--- src/rtl/rcu_pkg.sv ---
// Shared types and constants for the RCU PLL sequencer.
package rcu_pkg;

  // Sequencer states, in rough order of a full reconfiguration.
  typedef enum logic [2:0] {
    IDLE,
    PARK,
    OFF,
    LOCK,
    STAB,
    SWCH,
    RUN,
    ERR
  } pll_seq_state_e;

  // A config word of all zeros means "PLL off, system runs on the ref clock".
  localparam int CFG_BYPASS = 0;

  // Default parameter values for the sequencer.
  localparam int DEF_CFG_WIDTH  = 3;
  localparam int DEF_SW_GAP     = 4;
  localparam int DEF_LOCK_TMO   = 4096;
  localparam int DEF_STABLE_CYC = 256;

  // Largest of three values; sizes the shared wait/timeout counter.
  function automatic int max3(input int a, input int b, input int c);
    int m;
    m = (a > b) ? a : b;
    return (m > c) ? m : c;
  endfunction

endpackage

--- src/rtl/rcu_sync2.sv ---
// Generic two-flop synchronizer; both stages clear to 0 on reset.
module rcu_sync2 (
  input  logic clk,
  input  logic rst_n,
  input  logic din,
  output logic dout
);

  logic meta;

  // Two back-to-back flops give the first stage a full cycle to settle.
  always_ff @(posedge clk or negedge rst_n) begin
    if (!rst_n) begin
      meta <= 1'b0;
      dout <= 1'b0;
    end else begin
      meta <= din;
      dout <= meta;
    end
  end

endmodule

--- src/rtl/rcu_pll_seq.sv ---
// PLL power/lock/switch sequencer for the RCU clock generator (ref clock domain).
module rcu_pll_seq
  import rcu_pkg::*;
#(
  parameter int CFG_WIDTH  = DEF_CFG_WIDTH,
  parameter int SW_GAP     = DEF_SW_GAP,
  parameter int LOCK_TMO   = DEF_LOCK_TMO,
  parameter int STABLE_CYC = DEF_STABLE_CYC
) (
  input  logic                 clk_i,
  input  logic                 rst_n_i,
  input  logic [CFG_WIDTH-1:0] cfg_i,
  input  logic                 cfg_vld_i,
  output logic                 cfg_rdy_o,
  output logic                 pll_en_o,
  output logic [CFG_WIDTH-1:0] pll_cfg_o,
  input  logic                 pll_lock_i,
  output logic                 clk_sel_o,
  output logic                 busy_o,
  output logic                 err_o,
  output logic                 relock_o
);

  localparam int CNT_W = $clog2(max3(LOCK_TMO, STABLE_CYC, SW_GAP) + 1);
  localparam logic [CNT_W-1:0] GAP_LAST = CNT_W'(SW_GAP - 1);
  localparam logic [CNT_W-1:0] TMO_LAST = CNT_W'(LOCK_TMO - 1);
  localparam logic [CNT_W-1:0] STB_LAST = CNT_W'(STABLE_CYC - 1);
  localparam logic [CFG_WIDTH-1:0] BYPASS = CFG_WIDTH'(CFG_BYPASS);

  pll_seq_state_e        state;
  logic [CNT_W-1:0]      cnt;
  logic [CFG_WIDTH-1:0]  cfg_q;
  logic                  lock_s;
  logic                  idle_like;
  logic                  lock_loss;
  logic                  accept;

  rcu_sync2 u_lock_sync (
    .clk   (clk_i),
    .rst_n (rst_n_i),
    .din   (pll_lock_i),
    .dout  (lock_s)
  );

  // Lock loss in RUN wins over a same-cycle request, so the handshake is withheld then.
  assign idle_like = (state == IDLE) || (state == RUN) || (state == ERR);
  assign lock_loss = (state == RUN) && !lock_s;
  assign cfg_rdy_o = idle_like && !lock_loss;
  assign busy_o    = !idle_like;
  assign accept    = cfg_vld_i && cfg_rdy_o;

  // Single-process sequencer: state, shared counter and all registered outputs.
  always_ff @(posedge clk_i or negedge rst_n_i) begin
    if (!rst_n_i) begin
      state     <= IDLE;
      cnt       <= '0;
      cfg_q     <= '0;
      pll_en_o  <= 1'b0;
      pll_cfg_o <= '0;
      clk_sel_o <= 1'b0;
      err_o     <= 1'b0;
      relock_o  <= 1'b0;
    end else begin
      relock_o <= 1'b0;
      if (accept) begin
        cfg_q <= cfg_i;
        err_o <= 1'b0;
      end
      case (state)
        IDLE: begin
          if (accept) begin
            if (cfg_i == BYPASS) begin
              pll_cfg_o <= '0;
            end else begin
              state <= PARK;
              cnt   <= '0;
            end
          end
        end
        RUN: begin
          if (lock_loss) begin
            clk_sel_o <= 1'b0;
            relock_o  <= 1'b1;
            cfg_q     <= pll_cfg_o;
            state     <= PARK;
            cnt       <= '0;
          end else if (accept && (cfg_i != pll_cfg_o)) begin
            clk_sel_o <= 1'b0;
            state     <= PARK;
            cnt       <= '0;
          end
        end
        PARK: begin
          // Mux sits on ref for a gap before the PLL is touched.
          clk_sel_o <= 1'b0;
          if (cnt == GAP_LAST) begin
            pll_en_o <= 1'b0;
            state    <= OFF;
            cnt      <= '0;
          end else begin
            cnt <= cnt + 1'b1;
          end
        end
        OFF: begin
          // Config is only loaded here, where the PLL is already powered down.
          pll_en_o  <= 1'b0;
          pll_cfg_o <= cfg_q;
          if (cnt == GAP_LAST) begin
            state <= (cfg_q == BYPASS) ? IDLE : LOCK;
            cnt   <= '0;
          end else begin
            cnt <= cnt + 1'b1;
          end
        end
        LOCK: begin
          pll_en_o <= 1'b1;
          if (lock_s) begin
            state <= STAB;
            cnt   <= '0;
          end else if (cnt == TMO_LAST) begin
            pll_en_o <= 1'b0;
            err_o    <= 1'b1;
            state    <= ERR;
            cnt      <= '0;
          end else begin
            cnt <= cnt + 1'b1;
          end
        end
        STAB: begin
          // Any dropout restarts the whole timeout window in LOCK.
          pll_en_o <= 1'b1;
          if (!lock_s) begin
            state <= LOCK;
            cnt   <= '0;
          end else if (cnt == STB_LAST) begin
            clk_sel_o <= 1'b1;
            state     <= SWCH;
            cnt       <= '0;
          end else begin
            cnt <= cnt + 1'b1;
          end
        end
        SWCH: begin
          clk_sel_o <= 1'b1;
          if (cnt == GAP_LAST) begin
            state <= RUN;
            cnt   <= '0;
          end else begin
            cnt <= cnt + 1'b1;
          end
        end
        ERR: begin
          pll_en_o  <= 1'b0;
          clk_sel_o <= 1'b0;
          if (accept) begin
            state <= PARK;
            cnt   <= '0;
          end
        end
        default: begin
          state <= IDLE;
          cnt   <= '0;
        end
      endcase
    end
  end

endmodule

--- config.mk ---
export PLATFORM = sky130hd
export DESIGN_NAME = rcu_pll_seq
export DESIGN_NICKNAME = d
export VERILOG_FILES = /design/src/rtl/rcu_pkg.sv /design/src/rtl/rcu_sync2.sv /design/src/rtl/rcu_pll_seq.sv
export SDC_FILE = /design/constraint.sdc
export NUM_CORES = 1
export LEC_CHECK = 0
export BUFFER_PORTS_ARGS = -buffer_cell sky130_fd_sc_hd__buf_2
export CORE_MARGIN = 2
export CORE_UTILIZATION = 52
export DETAILED_ROUTE_END_ITERATION = 8
export GPL_TIMING_DRIVEN = 0
export PLACE_DENSITY = 0.74
export REMOVE_ABC_BUFFERS = 1
export SLEW_MARGIN = 20
export SYNTH_ARGS = -nofsm -noshare
export SYNTH_HDL_FRONTEND = slang
export SYNTH_HIERARCHICAL = 1
export SYNTH_SLANG_ARGS = --single-unit
--- constraint.sdc ---
create_clock -name clk_i -period 2.1 [get_ports clk_i]
set_clock_uncertainty 0.2 [all_clocks]
set_input_delay 0.42 -clock clk_i [delete_from_list [all_inputs] [get_ports clk_i]]
set_output_delay 0.42 -clock clk_i [all_outputs]
set_load 0.005 [all_outputs]
==> reports/metrics.cfg <==
[outcome]
status=finished with violations
violations=setup timing

[sta]
worst_slew_pin_slew_ps=628
fin_crit_sh_pct=101
fin_tns_setup_ps=-32.5
hold_viol=0
rsz0062_at_grt=yes
relSlewSlack_pct=58.1
finalSetupViolations=2
min_period_ps=2130
holdWs_ps=177
slew_viol_final=0
max_freq_ghz=0.470
setup_slack_ps=-27.5

[grt]
grt_overflow_total=0
grt_pass1_vias=1501
grt_usage_pct=26.5
antenna_found_initial=0
grt_pass1_wl_mm=7.09
grt_max_degree=29

[routing]
avgRoutedWirePerCell_um=17.5
drt-total-wl_mm=4.61
drc=0
drtPass1Iterations=4
dr.first_iter.drc_count=81
vias_per_cell=6.14
ant_nets=0
num_vias=1621

[place]
place_ws_ps=-385
dp_hpwl_mm=2.52
placedCellCount=226
port_buffers=15
place.gp.congestion=0.879

[synthesis]
synthDistinctLibCells=49
synthTopCellsByArea=dfrtp_1 (43%), nand2_1 (5.5%), a22o_1 (4.3%)
async_reset_ff_share_pct=100
yosysTopAreaCell=dfrtp_1
synth_flop_cell=dfrtp_1
syn_area_per_cell_um2=9.35
synth_edf_count=0
synth_area_um2=1640
yosysTopAreaCellShare_pct=42.8
ys_seq_area_share_pct=42.8
syn-instance-count=175
ys_warn_count=6
synth.most_common_cell=dfrtp_1
synth_common_cells=dfrtp_1 (28), nand2_1 (24), a21oi_1 (10), nor2_1 (10)
ys_ff_latch=28

[run]
drv_cap=0

[floorplanning]
die_w_um=60.1
coreArea_um2=3030
rows=20
die_area_um2=3610
dieHeight_um=60.1
boundaryPins=16
initial_utilization_pct=54.0

[worst_setup_path]
start_kind=flip-flop
worstRegToRegCells=6
crit-reg2reg-launch=cnt[9]
cp-end-kind=flip-flop
worstSetupPathType=reg2reg
path_max_fanout=7
cp_slowest_cell=dfrtp_1
cp.required_ps=2130
cp.arrival_ps=2160
r2r_end=state[1]
cpPeakStageDelay_ps=450
crit_chain=nor3_2, nand2_1, o311ai_4, nand3_4, o31ai_2, o41ai_2
reg2reg_setup_slack_ps=-30

[worst_hold_path]
hold_depth=0
hold_class=reg2reg
min-delay-start=u_lock_sync/meta
min_to=u_lock_sync/dout

[power_and_ir_drop]
pwr_density_cell_nw_per_um2=1330
p_leak_nw=0.993
peakVddDrop_mv=0.759

[clock_tree]
root_buffer=clkbuf_4
worstSkewPairLatency_ps=340
numCtsBuffers=3
cts_sinks=28
clk_pin_slew_ps=160
htreeDepth=1
clockBufferDepth=2
cts_tree=built

[final_layout]
area_delta_synth_final_pct=34.8
n_fill_cell=224
drive_gt1_share_pct=39.5
diodes=0
instances_no_fill=264
post-route-util_pct=72.9
fin_nets=229

-- how the worst max path moves through the flow --
stage,from,to,slack [ps],cells past startpoint
global placement,state[1],state[0],-280,6
CTS,state[2],state[1],1,6
finish,cnt[9],state[1],-30,6
global route,cnt[9],state[1],-100,6
floorplan,cnt[0],cnt[12],10,7
detailed placement,state[1],state[0],-380,6
-- routing by layer --
layer  track usage, %  wire (um)
met1             35.2       1950
met4             11.1        157
met3             2.81        241
met5                0          0
met2             43.6       2270
-- registers in the layout, indices dropped and copies added, names as in the netlist --
| signal | cells |
|---|---|
| cfg_q | 3 |
| cnt | 13 |
| state | 3 |
| u_lock_sync/meta | 1 |
| err_o | 1 |
| relock_o | 1 |
| u_lock_sync/dout | 1 |
| clk_sel_o | 1 |
| pll_cfg_o | 3 |
| pll_en_o | 1 |
-- cell usage in the layout (no fill, tap or decap), types with 5 or more instances in the layout --
cell type,n
nor3_1,5
nor2_1,8
nand3_1,8
a21oi_1,10
dfrtp_1,19
nand2_1,23
o21ai_0,5
dfrtp_2,9
buf_4,26
a22o_1,8
a31oi_1,9
buf_2,14
-- report_power, final --
part	total, mW	switching, mW	internal, mW
registers	0.859	0.166	0.693
logic	1.71	0.908	0.803
clock network	0.365	0.172	0.193
total	2.93	1.25	1.69
-- repair_timing --
action                                  in CTS  in global routing
pin swaps                                    4                  9
cloned                                       2                  1
buffers inserted                            14                 15
gates resized for setup                     12                 26
endpoints found under the hold margin       29                  0
hold buffers                                 2                  0
endpoints found under the setup margin      20                 21
-- critical path: cells and delay by family (launching register included) --
family | cells | cell delay [ps]
compound gates | 3 | 780
simple gates | 3 | 590
flops | 1 | 450
-- logic make-up (layout without fill, tap and decap cells) --
group,Yosys count,after routing,synth area share [%]
compound gates,54,54,24.8
xor+xnor,5,5,2.68
fa+ha+maj,1,1,0.764
buf+inv,13,55,4.05
flops,28,28,42.8
mux,3,3,1.83
simple gates,71,74,23.0
-- layout make-up --
type,count,area [um2],share of cell area (%)
timing repair buffer,46,348,15.8
multi-input combinational,137,1020,46.1
inverter,5,22.5,1.02
clock inverter,1,30.0,1.36
tap,44,55.1,2.50
clock buffer,3,22.5,1.02
sequential,28,712,32.3
-- stage by stage --
step	cell area, um2	power (mW)
after floorplan	1590	1.59
after global placement	1720	1.84
after detailed placement	1720	1.90
after CTS	1990	2.62
after global routing	2210	3.13
final	2210	2.93
(Power assumes the default switching activity.)
